## config.mk

```make
export PLATFORM = sky130hd
export DESIGN_NAME = fix_tx_framer
export DESIGN_NICKNAME = d
export VERILOG_FILES = /design/src/rtl/fix_tx_framer.sv
export SDC_FILE = /design/constraint.sdc
export NUM_CORES = 1
export LEC_CHECK = 0
export ABC_AREA = 1
export CORE_MARGIN = 2
export CORE_UTILIZATION = 45
export CTS_CLUSTER_SIZE = 14
export DETAILED_ROUTE_END_ITERATION = 10
export PLACE_DENSITY = 0.7
export SLEW_MARGIN = 40
export SYNTH_ARGS = -nofsm -noshare
export SYNTH_HDL_FRONTEND = slang
export SYNTH_SLANG_ARGS = --single-unit
```

## constraint.sdc

```tcl
create_clock -name clk -period 3.5 [get_ports clk]
set_input_delay 0.875 -clock clk [delete_from_list [all_inputs] [get_ports clk]]
set_output_delay 0.875 -clock clk [all_outputs]
set_load 0.1 [all_outputs]
```

## src/rtl/fix_tx_framer.sv

```systemverilog
// fix_tx_framer: outbound FIX framer sitting between the engine transmit FIFO
// and the TCP offload engine. It forwards body bytes from a show-ahead FIFO,
// accumulates the FIX CheckSum (body byte sum mod 256), and then appends the
// trailer "10=NNN<DELIM>". Completed frames are counted.
//
// Ports:
//   clk, rst        single clock, asynchronous active-high reset
//   link_up_i       TOE connection up; only looked at in IDLE
//   fifo_empty_i    FIFO empty
//   fifo_data_i     FIFO head byte (valid when !fifo_empty_i)
//   fifo_last_i     head byte is the final body byte of a message
//   fifo_read_o     pop strobe (combinational)
//   tx_valid_o      tx_data_o holds a byte
//   tx_data_o       outbound byte
//   tx_last_o       byte is the trailer delimiter
//   tx_ready_i      TOE accepts the byte this cycle
//   busy_o          framer is not idle
//   msg_count_o     completed frames, wraps
module fix_tx_framer #(
  parameter logic [7:0] DELIM = 8'h3B,
  parameter int         CNT_W = 16
) (
  input  logic             clk,
  input  logic             rst,
  input  logic             link_up_i,
  input  logic             fifo_empty_i,
  input  logic [7:0]       fifo_data_i,
  input  logic             fifo_last_i,
  output logic             fifo_read_o,
  output logic             tx_valid_o,
  output logic [7:0]       tx_data_o,
  output logic             tx_last_o,
  input  logic             tx_ready_i,
  output logic             busy_o,
  output logic [CNT_W-1:0] msg_count_o
);

  typedef enum logic [3:0] {
    S_IDLE, S_BODY, S_T1, S_T0, S_EQ, S_D2, S_D1, S_D0, S_END
  } state_t;

  state_t           state_q;
  logic [7:0]       cs_q;
  logic [3:0]       h_q, t_q, u_q;
  logic             tx_valid_q;
  logic [7:0]       tx_data_q;
  logic             tx_last_q;
  logic [CNT_W-1:0] cnt_q;

  logic       slot_free;
  logic       pop;
  logic [7:0] cs_d;
  logic [7:0] h_d, t_d, u_d;

  // The output register can take a new byte when it is empty or being drained.
  assign slot_free = !tx_valid_q || tx_ready_i;
  assign pop       = (state_q == S_BODY) && slot_free && !fifo_empty_i;

  // Checksum including the byte being popped; the digits are only latched when
  // that byte is the last body byte, so they always describe the final sum.
  assign cs_d = cs_q + fifo_data_i;
  assign h_d  = cs_d / 8'd100;
  assign t_d  = (cs_d / 8'd10) % 8'd10;
  assign u_d  = cs_d % 8'd10;

  always_ff @(posedge clk or posedge rst) begin
    if (rst) begin
      state_q    <= S_IDLE;
      cs_q       <= 8'h00;
      h_q        <= 4'h0;
      t_q        <= 4'h0;
      u_q        <= 4'h0;
      tx_valid_q <= 1'b0;
      tx_data_q  <= 8'h00;
      tx_last_q  <= 1'b0;
      cnt_q      <= '0;
    end else begin
      case (state_q)
        S_IDLE: begin
          cs_q <= 8'h00;
          // The END byte may still be waiting for acceptance here.
          if (slot_free) tx_valid_q <= 1'b0;
          if (link_up_i && !fifo_empty_i) state_q <= S_BODY;
        end
        S_BODY: begin
          if (pop) begin
            tx_data_q  <= fifo_data_i;
            tx_valid_q <= 1'b1;
            tx_last_q  <= 1'b0;
            cs_q       <= cs_d;
            if (fifo_last_i) begin
              h_q     <= h_d[3:0];
              t_q     <= t_d[3:0];
              u_q     <= u_d[3:0];
              state_q <= S_T1;
            end
          end else if (slot_free) begin
            // FIFO starved: let the pending byte drain, leave a gap.
            tx_valid_q <= 1'b0;
          end
        end
        default: begin
          if (slot_free) begin
            tx_valid_q <= 1'b1;
            tx_last_q  <= 1'b0;
            case (state_q)
              S_T1: begin tx_data_q <= 8'h31;          state_q <= S_T0; end
              S_T0: begin tx_data_q <= 8'h30;          state_q <= S_EQ; end
              S_EQ: begin tx_data_q <= 8'h3D;          state_q <= S_D2; end
              S_D2: begin tx_data_q <= 8'h30 + {4'h0, h_q}; state_q <= S_D1; end
              S_D1: begin tx_data_q <= 8'h30 + {4'h0, t_q}; state_q <= S_D0; end
              S_D0: begin tx_data_q <= 8'h30 + {4'h0, u_q}; state_q <= S_END; end
              default: begin
                tx_data_q <= DELIM;
                tx_last_q <= 1'b1;
                cnt_q     <= cnt_q + 1'b1;
                state_q   <= S_IDLE;
              end
            endcase
          end
        end
      endcase
    end
  end

  assign fifo_read_o = pop;
  assign tx_valid_o  = tx_valid_q;
  assign tx_data_o   = tx_data_q;
  assign tx_last_o   = tx_last_q;
  assign busy_o      = (state_q != S_IDLE);
  assign msg_count_o = cnt_q;

endmodule

```

==> out/metrics.yaml <==
worst_setup_path:
  cp-start-kind: "input pin"
  critPathBufInv: 5
  cp-end-kind: "flop"
  cp.required_ns: 3.70
  critPathKind: "in2reg"
  crit_path_max_fanout: 5
  cpPeakStageDelay_ns: 0.29
  critPathSlowestCell: "ha_4"
  cp.arrival_ns: 4.01
  critical_path.top_delay_family: "simple AND/OR/NAND/NOR gates"
  cpMostUsedCell: "nand2_4"
synthesis:
  synth-edff-count: 0
  yosys.area.top_type: "dfrtp_1"
  ys_warn_count: 0
  syn_nets: 435
  synth_seq_area_share_pct: 38.3
  synth_top_area_share_pct: 38.3
  async_flop_share_pct: 100
  synth_cell_types: 37
  synth_area_um2: 3130
  synth-main-ff-cell: "dfrtp_1"
  syn_inst: 409
  yosys-top-cells-area: "dfrtp_1 (38%), nand2_1 (12%), nand3_1 (8.1%), inv_1 (6.3%), ha_1 (4.4%)"
  synth_area_per_cell_um2: 7.66
  synth-seq-cells: 48
detailed_routing:
  wl_um: 8350
  ant_nets: 0
  drt_pass1_iterations: 4
  wire_per_inst_um: 13.8
  drc: 0
  via_count: 3110
  vias_per_cell: 5.16
  drt-initial-drc-count: 214
timing:
  relSlewSlack_pct: 64.2
  max_clock_freq_mhz: 263
  fin_crit_sh_pct: 109
  hold_viol_final: 0
  rsz0062_at_grt: "true"
  finalSetupViolations: 6
  finalMaxSlewViolations: 0
  tightestPinTransition_ns: 0.534
  finalCriticalPeriod_ns: 3.80
  layout_setup_ws_ns: -0.303
  fin_skew_ns: 0.00742
placed_design:
  routabilityCongestion: 0.914
  post-dp-hpwl_um: 5690
  portBuffers: 41
  placed_cell_area_um2: 4010
min_path:
  hp-class: "reg2reg"
clock_network:
  cts.clk_slew.worst_paths_ns: 0.09
  cts_inserted_buffers: 5
  holdBufCountCts: 0
  clk_latency_ns: 0.31
  clock-sinks: 48
  htreeDepth: 2
  cts_tree: "done"
  clk_path_buf_depth: 2
  clockRootBuffer: "clkbuf_8"
die:
  die_w_um: 87.5
  dieArea_um2: 7650
  core_um2: 6760
  rows: 30
  dieHeight_um: 87.5
  initial_core_util_pct: 46.4
  io_pins: 42
finish:
  final_area_um2: 4610
  diodes: 0
  layout-drive-gt1-share_pct: 40.2
  nFillCells: 528
  nets: 548
  seqCellArea_um2: 1200
  syn2layout_area_growth_pct: 47.0
  multi_input_area_um2: 2110
global_routing:
  grt_max_degree: 36
  grt_pass1_wl_um: 13500
  grt_overflow: 0
  gr-usage-all-layers_pct: 22.0
  antenna_found_initial: 0
  grt_pass1_vias: 2994
status:
  outcome: "complete, but fails checks"
  violations: "setup timing"
job:
  drv_cap: 0
-- area by class of cell --
cell class	count	area share, %
sequential	48	26.1
clock inverter	3	0.407
tap	80	2.17
multi-input combinational	297	45.8
inverter	59	5.08
clock buffer	5	1.49
timing repair buffer	111	19.0
-- state kept, by name, summed over array words and instances (netlist names) --
register     cells
msg_count_o     16
cs_q             8
tx_data_o        8
state_q          4
t_q              4
u_q              4
h_q              2
tx_last_o        1
tx_valid_o       1
-- cells by family (layout without fill, tap and decap cells) --
kind of cell / count (synthesis) / in the layout / synth area share [%]
xor gates and xnor gates: 18 / 18 / 5.27
adders and majority gates: 12 / 12 / 5.03
muxes: 2 / 2 / 0.679
and+or+nand+nor: 223 / 223 / 34.2
DFF: 48 / 48 / 38.3
AOI/OAI and AO/OA: 42 / 42 / 8.58
buffers and inverters: 64 / 178 / 7.94
-- cell usage after synthesis, types with 4 or more instances --
cell / number
nand4_1: 7
inv_1: 53
nand3_1: 51
clkbuf_1: 4
nand3_2: 5
nand2_4: 8
o21ai_0: 18
a21oi_1: 7
nor2_1: 30
ha_1: 11
a21oi_2: 4
xor2_1: 6
nand2_1: 97
xnor2_1: 11
dfrtp_1: 48
nor3_1: 5
nand2_2: 15
-- layout by cell type, fill, tap and decap left out, drive strengths merged --
cell / count
a21oi: 12
a221oi: 1
a31oi: 3
and3b: 1
buf: 105
clkbuf: 5
clkdlybuf4s50: 5
clkinv: 5
dfrtp: 48
dlymetal6s2s: 1
fa: 1
ha: 11
inv: 57
mux2: 1
mux2i: 1
nand2: 120
nand3: 56
nand3b: 2
nand4: 7
nor2: 31
nor3: 5
o2111ai: 2
o211ai: 3
o21ai: 19
o21bai: 1
o221ai: 1
or2: 1
xnor2: 11
xor2: 7
-- routing by layer --
layer | vias to the layer above | GRT usage [%] | wire (um)
met5 | - | 0 | 0
met4 | 0 | 7.13 | 106
met3 | 8 | 3.13 | 230
met2 | 57 | 37.6 | 4240
met1 | 1496 | 28.7 | 3770
li1 | 1549 | - | -
-- worst reg2reg max path: cells and delay by family, from the launching register on --
kind / cells / cell delay (ns)
simple gates: 23 / 1.70
fa+ha+maj: 2 / 0.55
buf+inv: 5 / 0.47
flops: 1 / 0.41
compound gates: 2 / 0.39
-- per-stage QoR --
step,setup slack [ns],hold WS [ns],std cells,util [%],setup TNS (ns)
finish,-0.303,0.483,603,68.2,-1.27
global route,-0.524,0.515,603,68.2,-2.63
CTS,-0.342,0.488,600,65.7,-1.65
detailed placement,-1.15,0.472,571,59.4,-7.05
global placement,-1.07,0.461,571,59.4,-6.42
floorplan,-0.376,0.449,409,-,-1.01
-- path summary, 6_finish.rpt --
kind / startpoint / to / slack (ns) / depth (start not counted)
min: msg_count_o[15] / msg_count_o[15] / 0.48 / 1
max: fifo_data_i[4] / t_q[3] / -0.30 / 33
min in group asynchronous: rst / msg_count_o[11] / 0.82 / 2
max in group asynchronous: rst / tx_data_o[6] / 1.93 / 3
max reg2reg: cs_q[0] / t_q[3] / -0.10 / 32
min reg2reg: msg_count_o[15] / msg_count_o[15] / 0.48 / 1
-- repair_timing --
item	CTS	global route
buffers inserted	23	7
endpoints found under the setup margin	9	9
resized for setup	66	45
pin swaps	33	44
Power is not shown: default switching activity piles up to over one toggle a cycle in this logic, so the estimate is an artifact.
